--- config.mk ---
export PLATFORM = sky130hd
export DESIGN_NAME = ptw_mem_adapter
export DESIGN_NICKNAME = d
export VERILOG_FILES = /design/src/rtl/ptw_mem_adapter.sv
export SDC_FILE = /design/constraint.sdc
export NUM_CORES = 1
export LEC_CHECK = 0
export ABC_AREA = 1
export BUFFER_PORTS_ARGS = -buffer_cell sky130_fd_sc_hd__buf_4
export CAP_MARGIN = 20
export CORE_AREA = 2 2 205 207
export DETAILED_ROUTE_END_ITERATION = 10
export DIE_AREA = 0 0 207 209
export GPL_TIMING_DRIVEN = 1
export PLACE_DENSITY = 0.63
export SKIP_CTS_REPAIR_TIMING = 1
export SYNTH_ARGS = -nofsm -noshare
export SYNTH_HDL_FRONTEND = slang
export SYNTH_SLANG_ARGS = --single-unit
--- constraint.sdc ---
create_clock -name clk -period 1.9 [get_ports clk]
set_clock_uncertainty 0.2 [all_clocks]
set_input_delay 0.38 -clock clk [delete_from_list [all_inputs] [get_ports clk]]
set_output_delay 0.38 -clock clk [all_outputs]
set_load 0.1 [all_outputs]
--- src/rtl/ptw_mem_adapter.sv ---
// Memory-port adapter: arbitrates MMU page-table-walk reads against core load/store
// traffic onto a single data-memory bus, one transaction in flight at a time.
// A bus that never answers is turned into an all-zero response after TIMEOUT cycles
// so the MMU sees an invalid PTE and faults instead of hanging.
module ptw_mem_adapter #(
  parameter int unsigned XLEN    = 64,
  parameter int unsigned TIMEOUT = 64
) (
  input  logic            clk,
  input  logic            reset,
  // MMU page-table-walk port
  input  logic            ptw_req_valid,
  input  logic [XLEN-1:0] ptw_req_addr,
  output logic            ptw_req_ready,
  output logic            ptw_resp_valid,
  output logic [XLEN-1:0] ptw_resp_data,
  // Core data port
  input  logic            dmem_req_valid,
  input  logic [XLEN-1:0] dmem_req_addr,
  input  logic            dmem_req_we,
  input  logic [XLEN-1:0] dmem_req_wdata,
  output logic            dmem_req_ready,
  output logic            dmem_resp_valid,
  output logic [XLEN-1:0] dmem_resp_data,
  output logic            dmem_resp_err,
  // Memory bus
  output logic            mem_req_valid,
  output logic [XLEN-1:0] mem_req_addr,
  output logic            mem_req_we,
  output logic [XLEN-1:0] mem_req_wdata,
  input  logic            mem_req_ready,
  input  logic            mem_resp_valid,
  input  logic [XLEN-1:0] mem_resp_data
);

  // PTEs are XLEN/8 bytes wide; PTW addresses are rounded down to that size.
  localparam int unsigned    OffW      = $clog2(XLEN / 8);
  localparam logic [XLEN-1:0] AlignMask = {XLEN{1'b1}} << OffW;
  localparam logic [7:0]      CntLast   = 8'(TIMEOUT - 1);

  typedef enum logic [1:0] {StIdle, StReq, StWait, StResp} state_e;

  state_e          state_q;
  logic            owner_ptw_q;  // 1: transaction belongs to the PTW, 0: to the core
  logic            err_q;        // last completion was a timeout
  logic [7:0]      cnt_q;
  logic [XLEN-1:0] addr_q;
  logic            we_q;
  logic [XLEN-1:0] wdata_q;
  logic            mem_req_valid_q;
  logic            ptw_resp_valid_q;
  logic            dmem_resp_valid_q;
  logic [XLEN-1:0] ptw_resp_data_q;
  logic [XLEN-1:0] dmem_resp_data_q;

  logic            wait_done;
  logic [XLEN-1:0] resp_data;

  // Request acceptance: only in IDLE, PTW has fixed priority over the core.
  always_comb begin
    ptw_req_ready  = (state_q == StIdle) & ptw_req_valid;
    dmem_req_ready = (state_q == StIdle) & dmem_req_valid & ~ptw_req_valid;
  end

  // WAIT exit: a real response always wins over a timeout landing in the same cycle.
  always_comb begin
    wait_done = mem_resp_valid | (cnt_q == CntLast);
    resp_data = mem_resp_valid ? mem_resp_data : '0;
  end

  // Transaction FSM with registered bus request and response outputs.
  always_ff @(posedge clk) begin
    if (reset) begin
      state_q           <= StIdle;
      owner_ptw_q       <= 1'b0;
      err_q             <= 1'b0;
      cnt_q             <= '0;
      addr_q            <= '0;
      we_q              <= 1'b0;
      wdata_q           <= '0;
      mem_req_valid_q   <= 1'b0;
      ptw_resp_valid_q  <= 1'b0;
      dmem_resp_valid_q <= 1'b0;
      ptw_resp_data_q   <= '0;
      dmem_resp_data_q  <= '0;
    end else begin
      ptw_resp_valid_q  <= 1'b0;
      dmem_resp_valid_q <= 1'b0;
      case (state_q)
        StIdle: begin
          if (ptw_req_valid) begin
            owner_ptw_q     <= 1'b1;
            addr_q          <= ptw_req_addr & AlignMask;
            we_q            <= 1'b0;
            wdata_q         <= '0;
            err_q           <= 1'b0;
            mem_req_valid_q <= 1'b1;
            state_q         <= StReq;
          end else if (dmem_req_valid) begin
            owner_ptw_q     <= 1'b0;
            addr_q          <= dmem_req_addr;
            we_q            <= dmem_req_we;
            wdata_q         <= dmem_req_wdata;
            err_q           <= 1'b0;
            mem_req_valid_q <= 1'b1;
            state_q         <= StReq;
          end
        end
        StReq: begin
          if (mem_req_ready) begin
            mem_req_valid_q <= 1'b0;
            cnt_q           <= '0;
            state_q         <= StWait;
          end
        end
        StWait: begin
          if (wait_done) begin
            err_q   <= ~mem_resp_valid;
            state_q <= StResp;
            if (owner_ptw_q) begin
              ptw_resp_valid_q <= 1'b1;
              ptw_resp_data_q  <= resp_data;
            end else begin
              dmem_resp_valid_q <= 1'b1;
              dmem_resp_data_q  <= resp_data;
            end
          end else begin
            cnt_q <= cnt_q + 8'd1;
          end
        end
        StResp: begin
          state_q <= StIdle;
        end
        default: begin
          state_q <= StIdle;
        end
      endcase
    end
  end

  assign mem_req_valid   = mem_req_valid_q;
  assign mem_req_addr    = addr_q;
  assign mem_req_we      = we_q;
  assign mem_req_wdata   = wdata_q;
  assign ptw_resp_valid  = ptw_resp_valid_q;
  assign ptw_resp_data   = ptw_resp_data_q;
  assign dmem_resp_valid = dmem_resp_valid_q;
  assign dmem_resp_data  = dmem_resp_data_q;
  // The error flag is only visible alongside a core completion.
  assign dmem_resp_err   = dmem_resp_valid_q & err_q;

endmodule

# == After elaboration in Yosys (flattened, before gate mapping) ==
# Cells that the tools add are included.
# word_totals
out_inout_bits,263
n_memories,0
elab_cells,70
latchBits,0
mem_bits_ro,0
regBits,272
in_bits,263
mem_bits_rw,0
# classes
mul,0
bitwise_logic,10
n_eq_ne,8
n_shift,0
reduce_logical,13
div,0
n_lt_le_gt_ge,0
n_addsub,1
muxes,26
# op_table
cell,n
64-bit two-way mux,5
3-bit AND reduction,6
8-bit two-way mux,2
8-bit one-hot mux with 2 select lines,1
1-bit two-way mux,11
"8-bit by 1-bit adder with 8-bit output, second input constant",1
"8-bit by 6-bit equality test with 1-bit output, second input constant",1
2-bit two-way mux,4
2-bit one-hot mux with 4 select lines,1
2-bit nonzero test,4
"2-bit != test, second input constant",3
1-bit NOT,5
1-bit AND,4
"2-bit equality test, second input constant",2
1-bit one-hot mux with 2 select lines,2
"3-bit != test, second input constant",1
3-bit OR reduction,1
"2-bit by 1-bit equality test with 1-bit output, second input constant",1
2-bit zero test,1
2-bit AND reduction,1
1-bit OR,1

# == Depth between registers and ports, before layout ==
# Gate-level depths: netlist (run 1).
# logic_depth
ltp_word,4
mapped_depth,10
mapped_depth_nobuf,10

# == Least setup slack after synthesis (run 1) ==
# No wires, ideal clock.
# synth_timing
path_kind,reg-to-output
from,reg state_q[0]
to,out dmem_req_ready
t_required_ns,1.320
arrival_ns,1.863
path_stages_with_launch,6
path_slack_ns,-0.543
n_path_buf,1
path_cell_list,dfxtp_1 inv_1 ha_1 nand2_1 nor2_2 clkbuf_1
# synth_between
elab_chain_len,3
# synth_rtl
item,line_no,rtl
from (decl),43,state_e state_q;
from (signal assigned),74,state_q <= StIdle;
from (signal assigned),98,state_q <= StReq;
from (signal assigned),106,state_q <= StReq;
2-bit zero test,62,dmem_req_ready = (state_q == StIdle) & dmem_req_valid & ~ptw_req_valid;
1-bit AND (2 in a row),62,
to (decl),22,"output logic dmem_req_ready,"
# Every way passes these cells.

# == Worst setup path in the final report (run 1) ==
# layout_timing
from,reg state_q[1]
to,out dmem_req_ready
# The elaborated chain is that of the path after synthesis.

==> out/results.txt, run 1 <==
DP Area: 0.0157 sq mm
Pins Over Slew Limit: 0
Antenna violations before repair: 3
Residual DRC count: 0
Port Buffer Count: 522
Netlist Area Pre-Place: 0.0113 sq mm
Dpl hpwl: 30.4 mm
Sw power: 11.7 mW
Sequential share of power: 0.283
Cells along the critical path: inv_2, ha_4, nand2_4, nor2_4, buf_12
Width of the die: 207 microns
GP Congestion: 0.875
Switching share of power: 0.472
RSZ-0062 raised after global routing: true
Antenna viol nets, final: 0
Final #Nets: 2471
Core area: 0.0413 sq mm
Router iterations before antenna repair: 6
Via/cell ratio: 4.99
WP data required: 1.32 ns
Ports: 526
Number of global-route vias before repair: 11500
Non-Filler Instances: 2767
Flop2flop setup slack: -0.02 ns
Worst path slowest cell: dfxtp_2
Max-cap violations: 0
Most common cell after layout, fill and taps aside: buf_4
Crit path arrival time: 1.57 ns
Clock power frac: 0.240
Synth Instances: 1492
YS warnings: 0
CP peak stage delay: 0.32 ns
Number of unique standard cell types used by synthesis: 26
Final wirelength: 51.0 mm
Slew headroom: 0.700
#FFs+latches synth: 272
Fin worst setup slack: -0.245 ns
Hold Path Class: input port to flop
Fin util: 0.489
Clk_lat worst skew: 0.56 ns
Root buffer cell: clkbuf_16
Crit end category: output pin
Status: finished with violations
Setup violators final: 19
Hold Violations, Final: 1
Area grow syn2layout: 79.4%
Syn Nets: 1760
Largest net degree at the start of global routing: 101
Internal Pwr Total: 13.0 mW
Die area: 0.0433 sq mm
Initial core utilization: 0.273
Post-route cell area: 0.0202 sq mm
Tmin final: 2.15 ns
Share of total power in combinational logic: 0.477
Per-cell routed wire length: 18.4 microns
Pwr dens: 1220 mW/mm^2
DR iter-0 viols: 1112
Num CTS Buffers: 31
Most frequent cells in the layout: 542 x buf_4, 409 x nand2_1, 266 x dfxtp_1
GR Util All Layers: 0.185
Filler cells: 3713
Crit path max fanout: 4
WS Path Type: flop to output pin
Vias: 13800
CP bufs+invs: 2
Peak Freq: 466 MHz
Largest area contributor in the netlist: dfxtp_1
Die Ht: 209 microns
Final hold slack: -0.00574 ns
Clk sink count: 272
Worst-path clk slew: 0.06 ns
Layout cells sized above 1: 0.368
CTS tree: built
Post-Syn Area per Cell: 7.54 sq um
H-tree depth: 1
Slew @ Worst Pin: 0.450 ns
Final period util: 1.13
Type of origin of the critical path: flop
Top-area cell type share of the netlist area: 0.484
Placed Instances: 2471
CP delay by family, top: flip-flops
Overall power: 24.7 mW
First-pass GRT wire length: 65.2 mm
Synth top area cells: dfxtp_1 48%, nand2_1 16%, a21oi_1 9.1%
Failing checks: negative hold slack, negative setup slack
Worst-case clock buffer depth: 3
Overflow after GRT: 0
Static Leakage: 8.81 nW
Post-synthesis sequential area ratio: 0.484
FP Rows: 75
Max VDD drop: 0.999 mV
==> metal layers <==
metal	part of all wire	vias to the layer above	track usage
met5	0.00025	-	0
met4	0.037	2	0.0749
met3	0.079	136	0.0487
met2	0.50	713	0.310
met1	0.38	6527	0.226
li1	-	6426	-
==> cell usage after synthesis, drive strengths merged <==
library cell and count:
nor3b 1, a31oi 61, buf 67, ha 5, or2 1, o21bai 1
o21ai 63, a311oi 1, nor2 25, inv 84, clkinv 2, nand4 129
nand2 491, a21oi 205, clkbuf 67, dfxtp 272, nand3 16, nor3 1
==> logic make-up after synthesis <==
group | after synthesis | synth area share
buf+inv | 220 | 0.102
flops | 272 | 0.484
simple gates | 664 | 0.254
fa+ha+maj | 5 | 0.00556
compound gates | 331 | 0.155
==> path summary, 6_finish.rpt <==
path,start,end,depth (start not counted)
worst max-delay path,state_q[1]$_SDFFE_PP0P_,dmem_req_ready,5
worst min-delay path,mem_resp_data[38],dmem_resp_data[38]$_SDFFE_PP0P_,5
worst max register to register,cnt_q[1]$_SDFFE_PP0P_,ptw_resp_data[10]$_SDFFE_PP0P_,11
worst min register to register,dmem_resp_data[25]$_SDFFE_PP0P_,dmem_resp_data[25]$_SDFFE_PP0P_,2
==> power groups by stage <==
stage | logic (mW) | registers (mW) | clock network [mW]
finish | 11.8 | 7.00 | 5.93
global route | 12.2 | 7.07 | 6.32
CTS | 10.6 | 6.93 | 6.09
detailed placement | 10.6 | 7.04 | 0
global placement | 10.5 | 7.02 | 0
floorplan | 2.61 | 12.2 | 0
==> cell type report <==
cell class,instances,area [sq um],share of cell area
multi-input cells,1000,5330,0.264
flip-flops and latches,272,5460,0.270
clock buffers,46,912,0.0452
diodes,3,7.51,0.000372
inverters,86,327,0.0162
clock inverters,9,86.3,0.00428
well taps,539,674,0.0334
repair buffers,812,7400,0.367
==> worst register-to-register path: stages (launching register included) <==
cell and delay, ns:
dfxtp_2 0.36, ha_4 0.15, nand2_4 0.06, nor2_1 0.10, nand2_1 0.09, nand2_4 0.12, buf_12 0.12, nand3_4 0.11
buf_12 0.18, clkbuf_16 0.19, nand2_1 0.06, a21oi_1 0.05
==> stage by stage <==
stage	setup TNS, ns	setup slack (ns)
after floorplan	0	0.0539
after global placement	0	0.0384
after detailed placement	-1.03	-0.0577
after CTS	-3.18	-0.636
after global routing	-4.93	-0.329
final	-0.611	-0.245
==> sequential cells by signal (all words and copies together), names as in the netlist <==
register         cells
err_q                1
ptw_resp_data       64
state_q              2
mem_req_wdata       64
mem_req_addr        64
owner_ptw_q          1
cnt_q                8
dmem_resp_data      64
ptw_resp_valid       1
mem_req_valid        1
dmem_resp_valid      1
mem_req_we           1
(Power assumes the default switching activity.)
==> run 2: changes to the inputs <==
--- a/config.mk
+++ b/config.mk
@@ -14,6 +14,7 @@
 export GPL_TIMING_DRIVEN = 1
 export PLACE_DENSITY = 0.63
 export SKIP_CTS_REPAIR_TIMING = 1
+export SKIP_LAST_GASP = 1
 export SYNTH_ARGS = -nofsm -noshare
 export SYNTH_HDL_FRONTEND = slang
 export SYNTH_SLANG_ARGS = --single-unit
==> out/results.txt, run 2 (same netlist as run 1, synthesis figures left out) <==
Area grow syn2layout: 78.2%
Antenna violations before repair: 3
Router iterations before antenna repair: 5
Per-cell routed wire length: 18.4 microns
Worst-case clock buffer depth: 3
Num CTS Buffers: 31
Pwr dens: 1230 mW/mm^2
Crit path max fanout: 4
CP peak stage delay: 0.32 ns
Hold Violations, Final: 5
Dpl hpwl: 30.4 mm
Clk sink count: 272
Crit path arrival time: 1.57 ns
GP Congestion: 0.875
Final hold slack: -0.00607 ns
Total negative slack: -0.546 ns
Max VDD drop: 1.00 mV
Layout cells sized above 1: 0.354
Width of the die: 207 microns
Slew @ Worst Pin: 0.441 ns
Number of global-route vias before repair: 11500
Filler cells: 3736
Static Leakage: 8.80 nW
Tmin final: 2.15 ns
Final wirelength: 50.8 mm
Ports: 526
Die area: 0.0433 sq mm
First-pass GRT wire length: 65.2 mm
Failing checks: negative hold slack, negative setup slack
DR iter-0 viols: 1132
Setup violators final: 14
Root buffer cell: clkbuf_16
Peak Freq: 465 MHz
Max-cap violations: 0
Cells along the critical path: inv_2, ha_4, nand2_4, nor2_4, buf_12
Clk_lat worst skew: 0.56 ns
Fin worst setup slack: -0.251 ns
Most frequent cells in the layout: 554 x buf_4, 431 x nand2_1, 266 x dfxtp_1
Hold Path Class: input port to flop
Via/cell ratio: 4.96
Port Buffer Count: 522
Largest net degree at the start of global routing: 101
RSZ-0062 raised after global routing: true
Area of the multi-input gates: 0.00523 sq mm
Die Ht: 209 microns
Post-route cell area: 0.0201 sq mm
Type of origin of the critical path: flop
Status: finished with violations
Core area: 0.0413 sq mm
GR Util All Layers: 0.185
Antenna viol nets, final: 0
Slew headroom: 0.706
Initial core utilization: 0.273
Fin util: 0.486
H-tree depth: 1
Most common cell after layout, fill and taps aside: buf_4
CTS tree: built
Crit end category: output pin
FP Rows: 75
Final period util: 1.13
Vias: 13700
Final #Nets: 2471
Residual DRC count: 0
DP Area: 0.0157 sq mm
Pins Over Slew Limit: 0
Worst-path clk slew: 0.06 ns
Worst path slowest cell: dfxtp_2
Pre-CTS setup slack: -0.0577 ns
Overflow after GRT: 0
Register Area: 0.00546 sq mm
WS Path Type: flop to output pin
WP data required: 1.32 ns
## run 2: cell counts in the layout (fill, tap and decap cells not counted)
No cell type changed its count.
## run 2: worst paths after layout
check                                       from                        endpoint  slack (ns)  cells past startpoint
setup / recovery         state_q[1]$_SDFFE_PP0P_                  dmem_req_ready       -0.25                      5
hold reg to reg   dmem_resp_data[9]$_SDFFE_PP0P_  dmem_resp_data[9]$_SDFFE_PP0P_        0.26                      2
setup reg to reg           cnt_q[1]$_SDFFE_PP0P_  ptw_resp_data[21]$_SDFFE_PP0P_       -0.02                     11
hold / removal                 mem_resp_data[34]  ptw_resp_data[34]$_SDFFE_PP0P_      -0.006                      5
## run 2: report_power, final
| group | switching, mW | leakage (nW) | internal (mW) |
|---|---|---|---|
| combinational | 8.64 | 6.10 | 3.11 |
| clock | 2.51 | 0.486 | 3.44 |
| sequential | 0.502 | 2.22 | 6.49 |
| total | 11.6 | 8.80 | 13.0 |
## run 2: layout make-up
cell class	count	share of cell area
Timing Repair Buffer	812	0.367
Sequential cell	272	0.272
Multi-Input combinational cell	1000	0.261
Clock buffer	46	0.0455
Tap cell	539	0.0336
Inverter	86	0.0163
Clock inverter	9	0.00431
Antenna cell	3	0.000374
## run 2: metal layers
layer	part of all wire	global-route usage
met4	0.035	0.0749
met2	0.50	0.310
met1	0.38	0.226
met3	0.079	0.0487
met5	0.00026	0
## run 2: worst max-delay path, delay by kind of cell, from the launching register on
kind          cells  cell delay (ns)
fa+ha+maj         1             0.17
buf+inv           2             0.27
flops             1             0.32
simple gates      2             0.23
## run 2: per-stage QoR
step                      instances  power, mW
after floorplan                1492       14.8
after global placement         2471       17.5
after detailed placement       2471       17.6
after CTS                      2526       23.6
after global routing           2766       25.6
final                          2767       24.7
